<file path="src/rtl/vga_timing_pkg.sv">
`default_nettype none
// +------------------------------------------------------------------+
// | vga_timing_pkg: per-axis video timing description and helpers.    |
// | Rev 1.0                                                           |
// +------------------------------------------------------------------+
package vga_timing_pkg;

   typedef struct packed {
      logic [15:0] h_active;
      logic [15:0] h_fp;
      logic [15:0] h_sync;
      logic [15:0] h_bp;
      logic [15:0] v_active;
      logic [15:0] v_fp;
      logic [15:0] v_sync;
      logic [15:0] v_bp;
   } timing_t;

   localparam timing_t TIMING_1600x1200 = '{
      h_active: 16'd1600, h_fp: 16'd64, h_sync: 16'd192, h_bp: 16'd304,
      v_active: 16'd1200, v_fp: 16'd1,  v_sync: 16'd3,   v_bp: 16'd46};

   localparam timing_t TIMING_640x480 = '{
      h_active: 16'd640, h_fp: 16'd16, h_sync: 16'd96, h_bp: 16'd48,
      v_active: 16'd480, v_fp: 16'd10, v_sync: 16'd2,  v_bp: 16'd33};

   function automatic int unsigned h_total(input timing_t t);
      return 32'(t.h_active) + 32'(t.h_fp) + 32'(t.h_sync) + 32'(t.h_bp);
   endfunction

   function automatic int unsigned v_total(input timing_t t);
      return 32'(t.v_active) + 32'(t.v_fp) + 32'(t.v_sync) + 32'(t.v_bp);
   endfunction

   function automatic int unsigned hs_start(input timing_t t);
      return 32'(t.h_active) + 32'(t.h_fp);
   endfunction

   function automatic int unsigned vs_start(input timing_t t);
      return 32'(t.v_active) + 32'(t.v_fp);
   endfunction

endpackage
`default_nettype wire

</file>
<file path="src/rtl/vga_axis_decode.sv">
`default_nettype none
// +------------------------------------------------------------------+
// | vga_axis_decode: active/sync window decode for one timing axis.   |
// | Rev 1.0                                                           |
// +------------------------------------------------------------------+
module vga_axis_decode #(
   parameter int CW = 12
) (
   input  logic [CW-1:0] pos,
   input  logic [CW-1:0] active,
   input  logic [CW-1:0] sync_start,
   input  logic [CW-1:0] sync_len,
   output logic          in_active,
   output logic          in_sync
);

   // Offset compare stays correct even when the sync end equals 2**CW.
   logic [CW-1:0] w_off;

   assign w_off     = pos - sync_start;
   assign in_active = (pos < active);
   assign in_sync   = (w_off < sync_len);

endmodule
`default_nettype wire

</file>
<file path="src/rtl/vga_timing_gen.sv">
`default_nettype none
// +------------------------------------------------------------------+
// | vga_timing_gen: two-mode VGA timing with pixel divider and fully  |
// | registered, aligned outputs. Rev 1.0                              |
// +------------------------------------------------------------------+
module vga_timing_gen import vga_timing_pkg::*; #(
   parameter int          CW          = 12,
   parameter int          PIX_DIV     = 1,
   parameter int unsigned M0_H_ACTIVE = 32'(TIMING_1600x1200.h_active),
   parameter int unsigned M0_H_FP     = 32'(TIMING_1600x1200.h_fp),
   parameter int unsigned M0_H_SYNC   = 32'(TIMING_1600x1200.h_sync),
   parameter int unsigned M0_H_BP     = 32'(TIMING_1600x1200.h_bp),
   parameter int unsigned M0_V_ACTIVE = 32'(TIMING_1600x1200.v_active),
   parameter int unsigned M0_V_FP     = 32'(TIMING_1600x1200.v_fp),
   parameter int unsigned M0_V_SYNC   = 32'(TIMING_1600x1200.v_sync),
   parameter int unsigned M0_V_BP     = 32'(TIMING_1600x1200.v_bp),
   parameter int unsigned M1_H_ACTIVE = 32'(TIMING_640x480.h_active),
   parameter int unsigned M1_H_FP     = 32'(TIMING_640x480.h_fp),
   parameter int unsigned M1_H_SYNC   = 32'(TIMING_640x480.h_sync),
   parameter int unsigned M1_H_BP     = 32'(TIMING_640x480.h_bp),
   parameter int unsigned M1_V_ACTIVE = 32'(TIMING_640x480.v_active),
   parameter int unsigned M1_V_FP     = 32'(TIMING_640x480.v_fp),
   parameter int unsigned M1_V_SYNC   = 32'(TIMING_640x480.v_sync),
   parameter int unsigned M1_V_BP     = 32'(TIMING_640x480.v_bp),
   parameter logic        HS_POL      = 1'b0,
   parameter logic        VS_POL      = 1'b0
) (
   input  logic          Clk,
   input  logic          Reset_n,
   input  logic          mode_sel,
   output logic          hs,
   output logic          vs,
   output logic          blank,
   output logic          sync,
   output logic [CW-1:0] DrawX,
   output logic [CW-1:0] DrawY,
   output logic          pix_en,
   output logic          line_start,
   output logic          frame_start,
   output logic          mode_active
);

   localparam timing_t c_m0 = '{
      h_active: 16'(M0_H_ACTIVE), h_fp: 16'(M0_H_FP), h_sync: 16'(M0_H_SYNC), h_bp: 16'(M0_H_BP),
      v_active: 16'(M0_V_ACTIVE), v_fp: 16'(M0_V_FP), v_sync: 16'(M0_V_SYNC), v_bp: 16'(M0_V_BP)};
   localparam timing_t c_m1 = '{
      h_active: 16'(M1_H_ACTIVE), h_fp: 16'(M1_H_FP), h_sync: 16'(M1_H_SYNC), h_bp: 16'(M1_H_BP),
      v_active: 16'(M1_V_ACTIVE), v_fp: 16'(M1_V_FP), v_sync: 16'(M1_V_SYNC), v_bp: 16'(M1_V_BP)};

   localparam int unsigned c_lim = 32'(1) << CW;
   localparam int          c_dw  = (PIX_DIV > 1) ? $clog2(PIX_DIV) : 1;

   generate
      if (h_total(c_m0) > c_lim || v_total(c_m0) > c_lim ||
          h_total(c_m1) > c_lim || v_total(c_m1) > c_lim) begin : g_err_total
         $error("vga_timing_gen: timing total does not fit in CW bits");
      end
      if (M0_H_ACTIVE == 0 || M0_H_SYNC == 0 || M0_V_ACTIVE == 0 || M0_V_SYNC == 0 ||
          M1_H_ACTIVE == 0 || M1_H_SYNC == 0 || M1_V_ACTIVE == 0 || M1_V_SYNC == 0) begin : g_err_zero
         $error("vga_timing_gen: active and sync widths must be non-zero");
      end
      if (PIX_DIV < 1 || PIX_DIV > 16) begin : g_err_div
         $error("vga_timing_gen: PIX_DIV must be 1..16");
      end
   endgenerate

   localparam logic [CW-1:0] c_m0_hlast = CW'(h_total(c_m0) - 1);
   localparam logic [CW-1:0] c_m0_vlast = CW'(v_total(c_m0) - 1);
   localparam logic [CW-1:0] c_m1_hlast = CW'(h_total(c_m1) - 1);
   localparam logic [CW-1:0] c_m1_vlast = CW'(v_total(c_m1) - 1);
   localparam logic [c_dw-1:0] c_div_last = c_dw'(PIX_DIV - 1);

   logic [c_dw-1:0] r_div;
   logic [CW-1:0]   r_hc, r_vc;
   logic            r_mode;
   logic            w_tick;
   logic [CW-1:0]   w_hlast, w_vlast;
   logic [CW-1:0]   w_h_act, w_h_ss, w_h_sl, w_v_act, w_v_ss, w_v_sl;
   logic            w_h_in_act, w_h_in_sync, w_v_in_act, w_v_in_sync;

   logic            r_hs, r_vs, r_blank, r_pix_en, r_line, r_frame;
   logic [CW-1:0]   r_x, r_y;

   assign w_tick  = (r_div == c_div_last);
   assign w_hlast = r_mode ? c_m1_hlast : c_m0_hlast;
   assign w_vlast = r_mode ? c_m1_vlast : c_m0_vlast;
   assign w_h_act = r_mode ? CW'(M1_H_ACTIVE)    : CW'(M0_H_ACTIVE);
   assign w_h_ss  = r_mode ? CW'(hs_start(c_m1)) : CW'(hs_start(c_m0));
   assign w_h_sl  = r_mode ? CW'(M1_H_SYNC)      : CW'(M0_H_SYNC);
   assign w_v_act = r_mode ? CW'(M1_V_ACTIVE)    : CW'(M0_V_ACTIVE);
   assign w_v_ss  = r_mode ? CW'(vs_start(c_m1)) : CW'(vs_start(c_m0));
   assign w_v_sl  = r_mode ? CW'(M1_V_SYNC)      : CW'(M0_V_SYNC);

   vga_axis_decode #(.CW(CW)) u_h_decode (
      .pos(r_hc), .active(w_h_act), .sync_start(w_h_ss), .sync_len(w_h_sl),
      .in_active(w_h_in_act), .in_sync(w_h_in_sync));

   vga_axis_decode #(.CW(CW)) u_v_decode (
      .pos(r_vc), .active(w_v_act), .sync_start(w_v_ss), .sync_len(w_v_sl),
      .in_active(w_v_in_act), .in_sync(w_v_in_sync));

   // Mode is only sampled on the frame-end tick, when both counters wrap to 0.
   always_ff @(posedge Clk or negedge Reset_n) begin
      if (!Reset_n) begin
         r_div  <= '0;
         r_hc   <= '0;
         r_vc   <= '0;
         r_mode <= 1'b0;
      end else begin
         r_div <= w_tick ? '0 : r_div + 1'b1;
         if (w_tick) begin
            if (r_hc == w_hlast) begin
               r_hc <= '0;
               if (r_vc == w_vlast) begin
                  r_vc   <= '0;
                  r_mode <= mode_sel;
               end else begin
                  r_vc <= r_vc + 1'b1;
               end
            end else begin
               r_hc <= r_hc + 1'b1;
            end
         end
      end
   end

   always_ff @(posedge Clk or negedge Reset_n) begin
      if (!Reset_n) begin
         r_hs     <= ~HS_POL;
         r_vs     <= ~VS_POL;
         r_blank  <= 1'b0;
         r_x      <= '0;
         r_y      <= '0;
         r_pix_en <= 1'b0;
         r_line   <= 1'b0;
         r_frame  <= 1'b0;
      end else begin
         r_pix_en <= w_tick;
         r_line   <= w_tick && (r_hc == '0);
         r_frame  <= w_tick && (r_hc == '0) && (r_vc == '0);
         if (w_tick) begin
            r_x     <= r_hc;
            r_y     <= r_vc;
            r_blank <= w_h_in_act && w_v_in_act;
            r_hs    <= w_h_in_sync ? HS_POL : ~HS_POL;
            r_vs    <= w_v_in_sync ? VS_POL : ~VS_POL;
         end
      end
   end

   assign hs          = r_hs;
   assign vs          = r_vs;
   assign blank       = r_blank;
   assign sync        = 1'b0;
   assign DrawX       = r_x;
   assign DrawY       = r_y;
   assign pix_en      = r_pix_en;
   assign line_start  = r_line;
   assign frame_start = r_frame;
   assign mode_active = r_mode;

endmodule
`default_nettype wire

</file>
<file path="config.mk">
export PLATFORM = sky130hd
export DESIGN_NAME = vga_timing_gen
export DESIGN_NICKNAME = d
export VERILOG_FILES = /design/src/rtl/vga_timing_pkg.sv /design/src/rtl/vga_axis_decode.sv /design/src/rtl/vga_timing_gen.sv
export SDC_FILE = /design/constraint.sdc
export NUM_CORES = 1
export LEC_CHECK = 0
export CAP_MARGIN = 20
export CORE_MARGIN = 10
export CORE_UTILIZATION = 40
export DETAILED_ROUTE_END_ITERATION = 7
export GPL_TIMING_DRIVEN = 0
export PLACE_DENSITY = 0.62
export SLEW_MARGIN = 30
export SYNTH_ARGS = -nofsm -noshare
export SYNTH_HDL_FRONTEND = slang
export SYNTH_SLANG_ARGS = --single-unit
</file>
<file path="constraint.sdc">
create_clock -name Clk -period 5.2 [get_ports Clk]
set_input_delay 1.56 -clock Clk [delete_from_list [all_inputs] [get_ports Clk]]
set_output_delay 1.56 -clock Clk [all_outputs]
set_load 0.02 [all_outputs]
</file>
Yosys cells after proc, flatten, opt, wreduce, memory -nomap -nowiden:

Index checks and enable logic that the tools add are counted.

* output and inout bits: 32
* register bits after elaboration: 56
* bits of input ports: 3
* logic and storage cells: 44

* muxes and demuxes: 13
* $lt $le $gt $ge: 4
* add/subtract/negate cells: 5
* eq/ne operators: 2
* reductions and logical operators: 7
* bitwise gates (word level): 1

Operators by type and width (count)
* two-way mux 11 bit: 5
* two-way mux 12 bit: 3
* adder 12 x 1 -> 12 bit, second input constant: 2
* logical NOT 12 bit: 2
* < comparator 12 x 11 -> 1 bit: 2
* subtractor 12 x 11 -> 12 bit: 2
* equality test 12 x 11 -> 1 bit: 1
* equality test 12 bit: 1
* < comparator 12 x 2 -> 1 bit: 1
* < comparator 12 x 8 -> 1 bit: 1
* two-way mux 8 bit: 1
* two-way mux 1 bit: 4
* logical AND 1 bit: 3
* AND reduction 3 bit: 1
* AND reduction 2 bit: 1
* adder 1 bit, second input constant: 1
* NOT 1 bit: 1

Depth between registers and ports, before layout:

* depth in word-level cells: 4
* gate-level depth with buffers: 10

By module:

A second synthesis with hierarchy kept.

* cell total of the unflattened synthesis: 467
* area, all modules: 4344.2 um^2

Modules (own cells, without submodules)
* vga_timing_gen: cells an instance 179, area an instance 2203.4 um^2, instances 1
* vga_axis_decode (u_h_decode): cells an instance 147, area an instance 1072.3 um^2, instances 1
* vga_axis_decode (u_v_decode): cells an instance 141, area an instance 1068.5 um^2, instances 1

Worst setup path before layout:

Ideal clock, no wire load.

* path kind: register to register
* from: register r_mode (netlist: mode_active)
* to: register r_vs (netlist: vs)
* buffers on the path: 0
* stages on the path, launching flop included: 11
* data arrival time: 2.548 ns
* slack: 2.559 ns
* path through: dfrtp_1 -> inv_1 -> ha_1 -> inv_1 -> fa_1 -> or2_2 -> a21oi_1 -> xor2_1 -> nand3_1 -> a311oi_1 -> nand4_1

* cells in the longest elaborated chain, start to end: 4
* elaborated cells between the ends (all ways): 5
* those cells by class: add/sub: 1; order compare: 1; mux: 3

RTL lines
* start, declared: RTL line vga_timing_gen.sv:75 `logic r_mode;`
* start signal, assigned: RTL line vga_timing_gen.sv:116 `r_mode <= mode_sel;`
* two-way mux 11 bit: RTL line vga_timing_gen.sv:91 `assign w_v_ss = r_mode ? CW'(vs_start(c_m1)) : CW'(vs_start(c_m0));`
* subtractor 12 x 11 -> 12 bit: RTL line vga_axis_decode.sv:20 `assign w_off = pos - sync_start;`
* < comparator 12 x 2 -> 1 bit *: RTL line vga_axis_decode.sv:22 `assign in_sync = (w_off < sync_len);`
* two-way mux 1 bit *: RTL line vga_timing_gen.sv:146 `r_vs <= w_v_in_sync ? VS_POL : ~VS_POL;`
* end signal, assigned: RTL line vga_timing_gen.sv:130 `r_vs <= ~VS_POL;`
* end signal, assigned: RTL line vga_timing_gen.sv:146
* end, declared: RTL line vga_timing_gen.sv:81 `logic r_hs, r_vs, r_blank, r_pix_en, r_line, r_frame;`

Every way passes the cells marked *; elsewhere a longest branch is shown, timed or not.
A chain may end at the register's enable or synchronous reset.

Worst setup path in the final report:

* from: register r_mode (netlist: mode_active)
* to: output port mode_active

RTL lines
* end, declared: RTL line vga_timing_gen.sv:40 `output logic mode_active`

No word-level cell between the ends.

==> run summary <==
status: complete, no violations
leading area contributor after synthesis: dfrtp_1
Max Clock Freq: 317 MHz
latest clock arrival within the worst-skew pair: 0.30 ns
Die Area: 10,900 sq um
synth top area cells: dfrtp_1 (47%), ha_1 (8.4%), o21ai_0 (4.2%)
postcts setup bufs: 0
Detailed Place HPWL: 4.57 mm
register area share after synthesis: 0.487
IO Port Bufs: 33
height of the die: 104 microns
Post-route DRC: 0
Nets: 346
Final period util: 0.607
global route overflow: 0
Period minus WS final: 3.16 ns
Clock Tree Root: clkbuf_8
critical path type: reg -> out
# setup viols final: 0
R2R depth: 10
Slew @ Worst Pin: 0.549 ns
share of cells above drive strength 1: 0.0710
initial antenna violation count: 0
async set-reset flop share out of synthesis: 1.00
vias in the first global route: 2,213
fin. max-slew vios: 0
Core Util, Final: 0.497
most frequent cells in the layout: dfrtp_1 (53), clkdlybuf4s50_1 (32), o21ai_0 (24), nor2_1 (23), nand2_1 (22)
placed insts: 412
crit-path leading delay family: buffers and inverters
vias per inst: 5.11
hold_buf cts: 0
Vias: 2,147
Fin Setup TNS: 0 ns
top cell type's share of synthesized area: 0.468
DR WL/cell: 14.3 microns
clock skew: 0.00473 ns
ANT nets after route: 0
Synth-to-Final Area Change: 19.9%
Levels on crit path: 1
Leak Pwr: 1.56 nW
arrival time at the worst endpoint: 1.60 ns
Placed Instance Area: 3300 sq um
Synth Instances: 282
critical path buffer and inverter count: 1
first-pass GRT wire length: 10.4 mm
number of DRC markers after the initial detailed-route iteration: 83
Cell Area, Synth: 2830 sq um
CP max stage cell: clkdlybuf4s50_1
#FFs+latches synth: 55
CTS buffer count: 5
Cell variety after synth: 47
most used flip-flop cell after synthesis: dfrtp_1
drt first pass iters: 4
Die W: 104 microns
Critical Path RT: 3.64 ns
RD Place Congestion: 0.849
Hold Path Class: reg -> reg
CTS tree: built
Bufs on Longest Clock Path: 2
register clock-pin slew on the reported worst setup and hold paths: 0.09 ns
clk sinks: 55
Ant. Diodes: 0
mean post-synth cell area: 10.0 sq um
startpoint class of the critical path: flop
crit-path max FO: 10
CP Capture Type: primary output
Net Count, Synth: 305
core area: 6830 sq um
total of max-cap violations: 0
Hold Crit Depth: 0
post-cts sizing count: 0
leading cell type in the layout, fill and taps excluded: dfrtp_1
final hold violation count: 0
Ys Warns: 0
Initial Utilization: 0.415
relative slew slack: 0.634
Top Ports: 35
largest net degree at the start of global routing: 33
CP peak stage delay: 0.69 ns
Post-synth EDFFs: 0
VDD IR-drop max: 99.7 uV
DRT Wirelength: 6.02 mm
H-tree depth: 2
GRT Total Usage: 0.113
FP Rows: 30
pwr/cell area: 201 nW/um^2
final cell count without fillers: 420
unrepaired setup endpoints after global routing: no
post-route cell area: 3400 sq um
worst-path cell chain: clkdlybuf4s50_1
[final cells by class]
type	count	area [sq um]
fill	670	3430
sequential	55	1380
multi-input combinational	198	1320
timing repair buffer	34	348
tap	96	120
clock buffer	7	86.3
buffer	13	72.6
inverter	16	60.1
clock inverter	1	8.76
[Yosys cell counts (5+ instances only)]
cell type and instances:
nand4_1 12, ha_1 19, dfrtp_1 53, nand2_1 22, xnor2_1 9, a21oi_1 5, o21ai_0 24, xor2_1 9
inv_1 16, nand3_1 11, clkbuf_1 5, nand2b_1 7, nor2_1 23, and3_1 10
[metal layers]
| layer | up-vias | routed length (microns) | track usage |
|---|---|---|---|
| li1 | 1060 | - | - |
| met1 | 1028 | 2640 | 0.132 |
| met2 | 50 | 3010 | 0.195 |
| met3 | 9 | 296 | 0.0322 |
| met4 | 0 | 71 | 0.0388 |
| met5 | - | 0 | 0 |
[logic make-up (layout without fill, tap and decap cells)]
| kind of cell | after synthesis | count (layout) | synth area share |
|---|---|---|---|
| and+or+nand+nor | 110 | 110 | 0.204 |
| DFF | 55 | 55 | 0.487 |
| AOI/OAI and AO/OA | 47 | 47 | 0.110 |
| buffers and inverters | 29 | 71 | 0.0468 |
| adders and majority gates | 20 | 20 | 0.0910 |
| xor gates and xnor gates | 18 | 18 | 0.0556 |
| other | 2 | 2 | 0.00265 |
| muxes | 1 | 1 | 0.00353 |
[stage by stage]
| step | hold slack [ns] | total power [mW] | setup WS [ns] |
|---|---|---|---|
| after floorplan | 0.352 | 0.438 | 2.56 |
| after global placement | 0.358 | 0.449 | 0.979 |
| after detailed placement | 0.365 | 0.451 | 2.17 |
| after CTS | 0.387 | 0.695 | 2.04 |
| after global routing | 0.394 | 0.714 | 1.94 |
| final | 0.381 | 0.684 | 2.04 |
[state kept, by name (all words and copies together) (netlist names)]
| register | cells |
|---|---|
| DrawX | 12 |
| DrawY | 12 |
| r_hc | 12 |
| r_vc | 12 |
| blank | 1 |
| frame_start | 1 |
| hs | 1 |
| line_start | 1 |
| mode_active | 1 |
| pix_en | 1 |
| vs | 1 |
[report_power, final]
part	switching [mW]	internal, mW	leakage (nW)
logic	0.00955	0.00384	0.778
registers	0.000116	0.428	0.730
clock network	0.133	0.109	0.0484
total	0.143	0.541	1.56
[path summary, 6_finish.rpt]
path / from / endpoint / slack, ns
worst max register to register: mode_active / vs / 2.13
min in group asynchronous: Reset_n / DrawX[2] / 1.14
worst min register to register: r_hc[9] / DrawX[9] / 0.38
worst max-delay path: mode_active / mode_active / 2.04
max in group asynchronous: Reset_n / mode_active / 3.61
worst min-delay path: r_hc[9] / DrawX[9] / 0.38
No activity file was read; power rests on OpenSTA's default activity.
